## src/rtl/leaf_port_mux.sv

```systemverilog
// ============================================================================
// Module   : leaf_port_mux
// Function : Stream switch between a leaf interface and one user kernel.
//            Egress round-robin merges user output channels into one tagged
//            {port, payload} stream; ingress demuxes a tagged stream into
//            per-port show-ahead FIFOs. Single clock (clk_user).
// Option   : LEAF_PORT_MUX_STATS_EN builds the saturating drop counter.
// Revision : 1.0  initial release
// ============================================================================
`default_nettype none

module leaf_port_mux #(
  parameter int PAYLOAD_BITS    = 32,
  parameter int NUM_PORT_BITS   = 4,
  parameter int NUM_IN_PORTS    = 2,
  parameter int NUM_OUT_PORTS   = 2,
  parameter int FIFO_DEPTH_BITS = 3
) (
  input  logic                                    clk_user,
  input  logic                                    reset,
  // egress: user -> interface
  input  logic [NUM_OUT_PORTS*PAYLOAD_BITS-1:0]   eg_din,
  input  logic [NUM_OUT_PORTS-1:0]                eg_vld,
  output logic [NUM_OUT_PORTS-1:0]                eg_ack,
  output logic [NUM_PORT_BITS+PAYLOAD_BITS-1:0]   eg_dout,
  output logic                                    eg_dout_vld,
  input  logic                                    eg_dout_ack,
  // ingress: interface -> user
  input  logic [NUM_PORT_BITS+PAYLOAD_BITS-1:0]   in_din,
  input  logic                                    in_din_vld,
  output logic                                    in_din_ack,
  output logic [NUM_IN_PORTS*PAYLOAD_BITS-1:0]    in_dout,
  output logic [NUM_IN_PORTS-1:0]                 in_vld,
  input  logic [NUM_IN_PORTS-1:0]                 in_ack,
  // statistics
  output logic [15:0]                             drop_cnt
);

  localparam int TW    = NUM_PORT_BITS + PAYLOAD_BITS;
  localparam int OPW   = (NUM_OUT_PORTS > 1) ? $clog2(NUM_OUT_PORTS) : 1;
  localparam int DEPTH = 1 << FIFO_DEPTH_BITS;
  localparam logic [FIFO_DEPTH_BITS:0] FULL_CNT = (FIFO_DEPTH_BITS+1)'(DEPTH);

  // --------------------------------------------------------------------------
  // Egress
  // --------------------------------------------------------------------------
  logic                     eg_vld_q;
  logic [TW-1:0]            eg_dout_q;
  logic [OPW-1:0]           rr_ptr_q;
  logic [OPW-1:0]           rr_ptr_d;
  logic                     eg_load;
  logic                     gnt_vld;
  logic [OPW-1:0]           gnt_idx;
  logic [NUM_PORT_BITS-1:0] gnt_tag;
  logic [PAYLOAD_BITS-1:0]  gnt_data;

  assign eg_load = !reset && (!eg_vld_q || eg_dout_ack);

  // Two passes give rotating priority: channels at/after the pointer first,
  // then the wrapped-around channels below it.
  always_comb begin
    gnt_vld  = 1'b0;
    gnt_idx  = '0;
    gnt_tag  = '0;
    gnt_data = '0;
    for (int i = 0; i < NUM_OUT_PORTS; i++) begin
      if (!gnt_vld && eg_vld[i] && (OPW'(i) >= rr_ptr_q)) begin
        gnt_vld  = 1'b1;
        gnt_idx  = OPW'(i);
        gnt_tag  = NUM_PORT_BITS'(i);
        gnt_data = eg_din[i*PAYLOAD_BITS +: PAYLOAD_BITS];
      end
    end
    for (int i = 0; i < NUM_OUT_PORTS; i++) begin
      if (!gnt_vld && eg_vld[i]) begin
        gnt_vld  = 1'b1;
        gnt_idx  = OPW'(i);
        gnt_tag  = NUM_PORT_BITS'(i);
        gnt_data = eg_din[i*PAYLOAD_BITS +: PAYLOAD_BITS];
      end
    end
  end

  always_comb begin
    eg_ack = '0;
    for (int i = 0; i < NUM_OUT_PORTS; i++) begin
      eg_ack[i] = eg_load && gnt_vld && (gnt_idx == OPW'(i));
    end
  end

  always_comb begin
    rr_ptr_d = rr_ptr_q;
    if (eg_load && gnt_vld) begin
      if (gnt_idx == OPW'(NUM_OUT_PORTS - 1)) begin
        rr_ptr_d = '0;
      end else begin
        rr_ptr_d = gnt_idx + 1'b1;
      end
    end
  end

  always_ff @(posedge clk_user) begin
    if (reset) begin
      eg_vld_q  <= 1'b0;
      eg_dout_q <= '0;
      rr_ptr_q  <= '0;
    end else begin
      rr_ptr_q <= rr_ptr_d;
      if (eg_load) begin
        eg_vld_q <= gnt_vld;
        if (gnt_vld) begin
          eg_dout_q <= {gnt_tag, gnt_data};
        end
      end
    end
  end

  assign eg_dout     = eg_dout_q;
  assign eg_dout_vld = eg_vld_q;

  // --------------------------------------------------------------------------
  // Ingress
  // --------------------------------------------------------------------------
  logic [NUM_PORT_BITS-1:0] in_port;
  logic [PAYLOAD_BITS-1:0]  in_payload;
  logic                     port_ok;
  logic                     sel_full;
  logic                     in_take;
  logic [NUM_IN_PORTS-1:0]  fifo_full;
  logic [NUM_IN_PORTS-1:0]  fifo_push;
  logic [NUM_IN_PORTS-1:0]  fifo_pop;

  assign in_port    = in_din[TW-1 -: NUM_PORT_BITS];
  assign in_payload = in_din[PAYLOAD_BITS-1:0];
  assign port_ok    = int'(in_port) < NUM_IN_PORTS;

  always_comb begin
    sel_full = 1'b0;
    for (int i = 0; i < NUM_IN_PORTS; i++) begin
      if (in_port == NUM_PORT_BITS'(i)) begin
        sel_full = fifo_full[i];
      end
    end
  end

  // A full FIFO refuses even when popped this cycle: the slot frees next cycle.
  assign in_din_ack = !reset && (!port_ok || !sel_full);
  assign in_take    = in_din_vld && in_din_ack;

  always_comb begin
    fifo_push = '0;
    for (int i = 0; i < NUM_IN_PORTS; i++) begin
      fifo_push[i] = in_take && (in_port == NUM_PORT_BITS'(i));
    end
  end

  for (genvar gi = 0; gi < NUM_IN_PORTS; gi++) begin : g_fifo
    logic [PAYLOAD_BITS-1:0]    mem_q [DEPTH];
    logic [FIFO_DEPTH_BITS-1:0] wr_q;
    logic [FIFO_DEPTH_BITS-1:0] rd_q;
    logic [FIFO_DEPTH_BITS:0]   cnt_q;
    logic [FIFO_DEPTH_BITS:0]   cnt_d;

    assign fifo_full[gi] = (cnt_q == FULL_CNT);
    assign in_vld[gi]    = (cnt_q != '0);
    assign fifo_pop[gi]  = in_vld[gi] && in_ack[gi];
    assign in_dout[gi*PAYLOAD_BITS +: PAYLOAD_BITS] = mem_q[rd_q];

    always_comb begin
      cnt_d = cnt_q;
      if (fifo_push[gi] && !fifo_pop[gi]) begin
        cnt_d = cnt_q + 1'b1;
      end else if (!fifo_push[gi] && fifo_pop[gi]) begin
        cnt_d = cnt_q - 1'b1;
      end
    end

    always_ff @(posedge clk_user) begin
      if (reset) begin
        wr_q  <= '0;
        rd_q  <= '0;
        cnt_q <= '0;
      end else begin
        cnt_q <= cnt_d;
        if (fifo_push[gi]) begin
          wr_q <= wr_q + 1'b1;
        end
        if (fifo_pop[gi]) begin
          rd_q <= rd_q + 1'b1;
        end
      end
    end

    always_ff @(posedge clk_user) begin
      if (fifo_push[gi]) begin
        mem_q[wr_q] <= in_payload;
      end
    end
  end

  // --------------------------------------------------------------------------
  // Drop statistics
  // --------------------------------------------------------------------------
`ifdef LEAF_PORT_MUX_STATS_EN
  logic [15:0] drop_q;

  always_ff @(posedge clk_user) begin
    if (reset) begin
      drop_q <= '0;
    end else if (in_take && !port_ok && (drop_q != 16'hFFFF)) begin
      drop_q <= drop_q + 16'd1;
    end
  end

  assign drop_cnt = drop_q;
`else
  assign drop_cnt = 16'h0000;
`endif

endmodule

`default_nettype wire
```

## config.mk

```make
export PLATFORM = sky130hd
export DESIGN_NAME = leaf_port_mux
export DESIGN_NICKNAME = d
export VERILOG_FILES = /design/src/rtl/leaf_port_mux.sv
export SDC_FILE = /design/constraint.sdc
export NUM_CORES = 1
export LEC_CHECK = 0
export BUFFER_PORTS_ARGS = -buffer_cell sky130_fd_sc_hd__buf_2
export CORE_AREA = 2 2 203 205
export DETAILED_ROUTE_END_ITERATION = 10
export DIE_AREA = 0 0 205 207
export GPL_TIMING_DRIVEN = 0
export PLACE_DENSITY_LB_ADDON = 0.05
export SYNTH_ARGS = -nofsm -noshare
export SYNTH_HDL_FRONTEND = slang
export SYNTH_SLANG_ARGS = --single-unit
export TNS_END_PERCENT = 5
```

## constraint.sdc

```tcl
create_clock -name clk_user -period 7.4 [get_ports clk_user]
set_input_delay 2.22 -clock clk_user [delete_from_list [all_inputs] [get_ports clk_user]]
set_output_delay 2.22 -clock clk_user [all_outputs]
set_load 0.05 [all_outputs]
```

Yosys cells after proc, flatten, opt, wreduce, memory -nomap -nowiden
Memory sizes are Yosys's and may differ from the RTL's. A register that Yosys moved wholly into a read port is not among the register bits.
Cells that the tools add are included.
Widths: inputs -> output; s select.
Storage, ports and cells
  flip-flop bits (word level): 58
  bits in latches: 0
  RAM bits: 512
  memory bits (read-only): 0
  bits of input ports: 108
  output and inout bits: 122
  word-level logic and storage cells: 94
  memories: 2
Memories
  g_fifo[0].mem_q: words 8, bits a word 32, rd ports 1, clocked after memory_dff 1, wr ports 1, RTL line 158  | logic [PAYLOAD_BITS-1:0] mem_q [DEPTH];
  g_fifo[1].mem_q: words 8, bits a word 32, rd ports 1, clocked after memory_dff 1, wr ports 1, RTL line 158
Cells by class
  $add $sub $neg: 9
  $mul: 0
  div/mod/pow operators: 0
  $lt $le $gt $ge: 3
  equal/unequal tests: 3
  shift-type cells: 0
  muxes and demuxes: 29
  bitwise operators: 1
  reductions and logical operators: 38
Operators by type and width (count)
  $mux 32: 4
  $mux 4: 6
  $logic_and 1x1->1: 19
  $mux 1: 15
  $add 3x1->3 const B: 4
  $mux 3: 4
  $logic_not 1->1: 11
  $add 4x1->4 const B: 2
  $eq 4x4->1 const B: 2
  $reduce_bool 4->1: 2
  $sub 4x1->4 const B: 2
  $eq 4x1->1 const B: 1
  $logic_not 4->1: 1
  $lt 4x2->1 const B: 1
  $reduce_bool 2->1: 2
  $ge 1x1->1 const A: 2
  $logic_or 1x1->1: 2
  $reduce_and 2->1: 1
  $add 1x1->1 const B: 1
  $not 1->1: 1

Longest topological paths before layout
  word-level depth: 15
  mapped depth: 10
  mapped depth without buffers: 9

Worst setup path after synthesis
Ideal clock, no wire load.
  path type: input -> register
  from: input port in_din[34]
  to: memory g_fifo[1].mem_q[0][0] (enable)
  library setup time: 0.461 ns
  arrival time: 5.422 ns
  required time: 6.939 ns
  slack: 1.517 ns
  cell stages on the path: 4
  path buffers: 0
  cell sequence: or3_4 > nor4b_4 > nand2b_2 > nor3_1
On the way
  longest elaborated chain between the ends: 10
  elaborated cells on any way between the ends: 13
  classes of those cells: order compare (1); eq/ne (1); mux (4); reduce/logical (7)
RTL lines
  from (decl): RTL line 29  | input logic [NUM_PORT_BITS+PAYLOAD_BITS-1:0] in_din,
  $logic_not 4->1: RTL line 140  | if (in_port == NUM_PORT_BITS'(i)) begin
  $mux 1 (2 in a row): RTL line 140
  $logic_not 1->1: RTL line 147  | assign in_din_ack = !reset && (!port_ok || !sel_full);
  $logic_or 1x1->1: RTL line 147
  $logic_and 1x1->1: RTL line 147
  $logic_and 1x1->1: RTL line 148  | assign in_take = in_din_vld && in_din_ack;
  $logic_and 1x1->1 *: RTL line 153  | fifo_push[i] = in_take && (in_port == NUM_PORT_BITS'(i));
  net fifo_push[1]: RTL line 130  | logic [NUM_IN_PORTS-1:0] fifo_push;
  $mux 1 *: RTL line 195  | if (fifo_push[gi]) begin
  $mux 1 (implied by the code) *: RTL line 196  | mem_q[wr_q] <= in_payload;
  to (decl): RTL line 158
The timed path passes the listed nets; every way through them passes the cells marked *.

Worst setup path after layout
  from: input port reset
  to: output port in_din_ack
On the way
  longest elaborated chain between the ends: 2
RTL lines
  from (decl): RTL line 20  | input logic reset,
  $logic_not 1->1: RTL line 147
  $logic_and 1x1->1: RTL line 147
  to (decl): RTL line 31  | output logic in_din_ack,
Every way passes these cells.

==> impl_summary.txt <==
----------------------------------------------------
[Finish]
  Highest-count cells in the layout ignoring fill and taps ... edfxtp_1, buf_2, mux4_2
  Synthesis-to-layout area growth ... 19.4%
  Number of nets in the layout ... 1466
  Final design utilization ... 64.9%
  Number of antenna diodes ... 0
  Leading cell type in the layout, fill and taps excluded ... edfxtp_1
  Filler cell count ... ~2800
  Share of post-route cells with drive strength above 1 ... 41.8%

[Critical path]
  Reg2Reg Launch Point ... g_fifo[1].cnt_q[0]
  CP startpoint kind ... primary input
  Class of the most critical setup path ... in2out
  Critical Path RT ... just over 5 ns
  Origin of the worst setup path ... reset
  Peak fanout along the critical path ... 10
  Worst path arrival time ... ~3.6 ns
  Family with the most delay on the worst path ... buffers and inverters
  Endpoint kind of the worst setup timing path ... output pin
  Critical path cell sequence ... buf_2, clkbuf_1, clkbuf_1, nor2_1, buf_2
  Slowest stage cell on the critical path ... clkbuf_1
  Crit path buf inv count ... 4
  Largest stage delay, worst path ... about 0.4 ns

[Synthesis]
  Post-synthesis cell area ... 21900 um^2
  Synth Register Bits ... roughly 570
  Gate Count Post-Synth ... just over 1000
  Synthesis Warnings ... 0
  Most used flip-flop cell after synthesis ... edfxtp_1
  Share of the yosys chip area belonging to registers ... between 70 and 80%
  Per-instance average area after synthesis ... around 21 um^2
  Number of library cell types mapped by synthesis ... 40
  Number of synthesized flops with an enable pin ... ~510
  Async S/R FF share, synth ... 0%

[Clock network]
  Hold-fix buffers at CTS ... 0
  CTS tree ... yes
  Root Buffer Master ... clkbuf_16
  Number of sinks handled by clock tree synthesis ... 573
  Level count of the clock H-tree ... 2
  Clock latency on the worst-skew pair ... about 0.6 ns
  Number of buffers added for setup after CTS ... 0
  Buffers from clock root to sink, at most ... 3
  Number of gates resized after CTS ... 0
  Clock slew at the register clock pins of the worst setup and hold paths ... approximately 0.06 ns
  Number of buffers inserted during clock tree synthesis ... 57

[STA]
  Transition time of the tightest slew-check pin ... 1.07 ns
  Unrepaired setup endpoints after global routing ... false
  Clock Skews ... approximately 0.019 ns
  Worst rel slew slack ... roughly 29%
  Final setup fails ... 0
  Max-slew violation count ... 0
  Tcrit/Tclk final ... a little under 80%
  Highest clock frequency the design can meet ... approximately 170 MHz
  Endpoints failing hold ... 0
  Min Tclk post-route ... 5.85 ns

[Route]
  Initial DRC Count ... roughly 900
  Met1 layer wirelength in the final routing ... roughly 20000 um
  Mean routed wirelength per cell ... ~24 um
  Met2 routed wirelength ... between 20000 and 25000 um
  Uppermost routed layer ... met4
  Number of vias per cell ... roughly 5.8
  Vias after detailed routing ... about 11000
  Total iterations of the first detailed-routing run ... 6
  Drt total wl ... approximately 47000 um
  DRC violations left ... 0
  Antenna viol nets, final ... 0
  Met3 WL post-DR ... between 2000 and 3000 um

[Min path]
  Path class of the lowest-slack min-delay path ... reg2reg
  Hold_sp ... eg_dout[32]

[Global route]
  Wire length of the first global-routing pass ... ~70000 um
  Largest net degree at the start of global routing ... 23
  Total global routing track utilization ... between 20% and 30%
  Initial antenna violation count ... 0
  Via count of the first global-routing pass ... about 12000
  Overflow after GRT ... 0

[Die]
  Row Count ... 74
  Area of the placeable core ... between 40000 and 50000 um^2
  Die Span Y ... 207 um
  Starting Density ... 54.3%
  Die width ... 205 um
  Full die area ... roughly 42000 um^2
  # IOs ... 230

[Run status]
  Run status ... complete, no violations

[Run]
  Max-cap violations ... 0

[Placed design]
  Number of input and output port buffers inserted ... 209
  Sum of net half-perimeters after detailed placement ... between 20000 and 30000 um
  GPL Wtd Cong ... 0.744

[Power and ir drop]
  PnR Total Power ... 8.46 mW
  Total leakage power ... between 8 and 9 nW
  Highest ir drop seen on vdd ... 0.000199 V
  Pwr per Cell Area ... between 300 and 400 nW/um^2

----------------------------------------------------
state kept, by name, indices dropped and copies added (netlist names), named ones only:
register / flops
eg_dout: 33
eg_dout_vld: 1
g_fifo.cnt_q: 8
g_fifo.mem_q: 512
g_fifo.rd_q: 6
g_fifo.wr_q: 6
rr_ptr_q: 1
kinds of logic (layout without fill, tap and decap cells):
logic type / after synthesis / count (layout) / share of synthesized area (%)
flops: 573 / 573 / 75.7
mux: 200 / 200 / 16.8
simple gates: 108 / 108 / 2.42
buf+inv: 80 / 420 / 1.82
compound gates: 51 / 51 / 2.20
fa+ha+maj: 12 / 12 / 0.753
xor+xnor: 8 / 8 / 0.319
other cells: 1 / 19 / 0.0171
layer usage:
metal	global-route usage (%)	vias up
li1	-	4876
met1	32.3	5803
met2	35.9	362
met3	3.82	58
met4	6.03	0
met5	0	-
stage by stage:
step,hold slack (ns),cells,TNS [ns],instance area [um^2],worst slack (ns)
final,0.454,1923,0,26200,1.55
after global routing,0.486,1923,0,26200,1.43
after CTS,0.458,1923,0,26200,1.55
after detailed placement,0.449,1819,0,24300,1.56
after global placement,0.442,1792,-168.13,23700,-1.34
after floorplan,0.454,1051,0,22000,1.52
worst paths after layout:
| check | endpoint | slack [ns] | depth (start not counted) |
|---|---|---|---|
| setup reg to reg | g_fifo[1].cnt_q[3] | 4.48 | 9 |
| hold / removal | eg_dout[32] | 0.45 | 2 |
| setup / recovery | in_din_ack | 1.55 | 5 |
| hold reg to reg | eg_dout[32] | 0.45 | 2 |
power breakdown:
group | leakage (nW) | switching [mW] | internal, mW
sequential | 5.10 | 0.0306 | 3.56
clock | 0.953 | 1.17 | 1.78
combinational | 2.76 | 1.17 | 0.739
synth_stat cells (8+ instances only):
library cell / instances / area share [%]
dfxtp_1: 61 / 5.6
mux4_2: 128 / 13
clkbuf_1: 31 / 0.53
buf_4: 19 / 0.65
nor2_1: 67 / 1.1
a222oi_1: 32 / 1.5
ha_1: 10 / 0.57
nand2b_1: 9 / 0.26
mux2_2: 66 / 3.4
buf_2: 22 / 0.50
nand2_1: 8 / 0.14
edfxtp_1: 512 / 70
a21oi_1: 8 / 0.18
tightest hold or removal path, delay by kind of cell, from the launching register on:
family | cells | cell delay, ns
compound gates | 1 | 0.05
buf+inv | 1 | 0.05
flops | 1 | 0.31
area by class of cell:
cell class              count  area (um^2)  share of cell area (%)
repair buffers            236         1490                    5.67
inverters                   6         22.5                  0.0860
well taps                 532          666                    2.54
plain buffers              74          377                    1.44
clock inverters            30          352                    1.34
flip-flops and latches    573        16600                    63.3
multi-input cells         398         5120                    19.5
clock buffers              74         1590                    6.05
No activity file was read; power rests on OpenSTA's default activity.
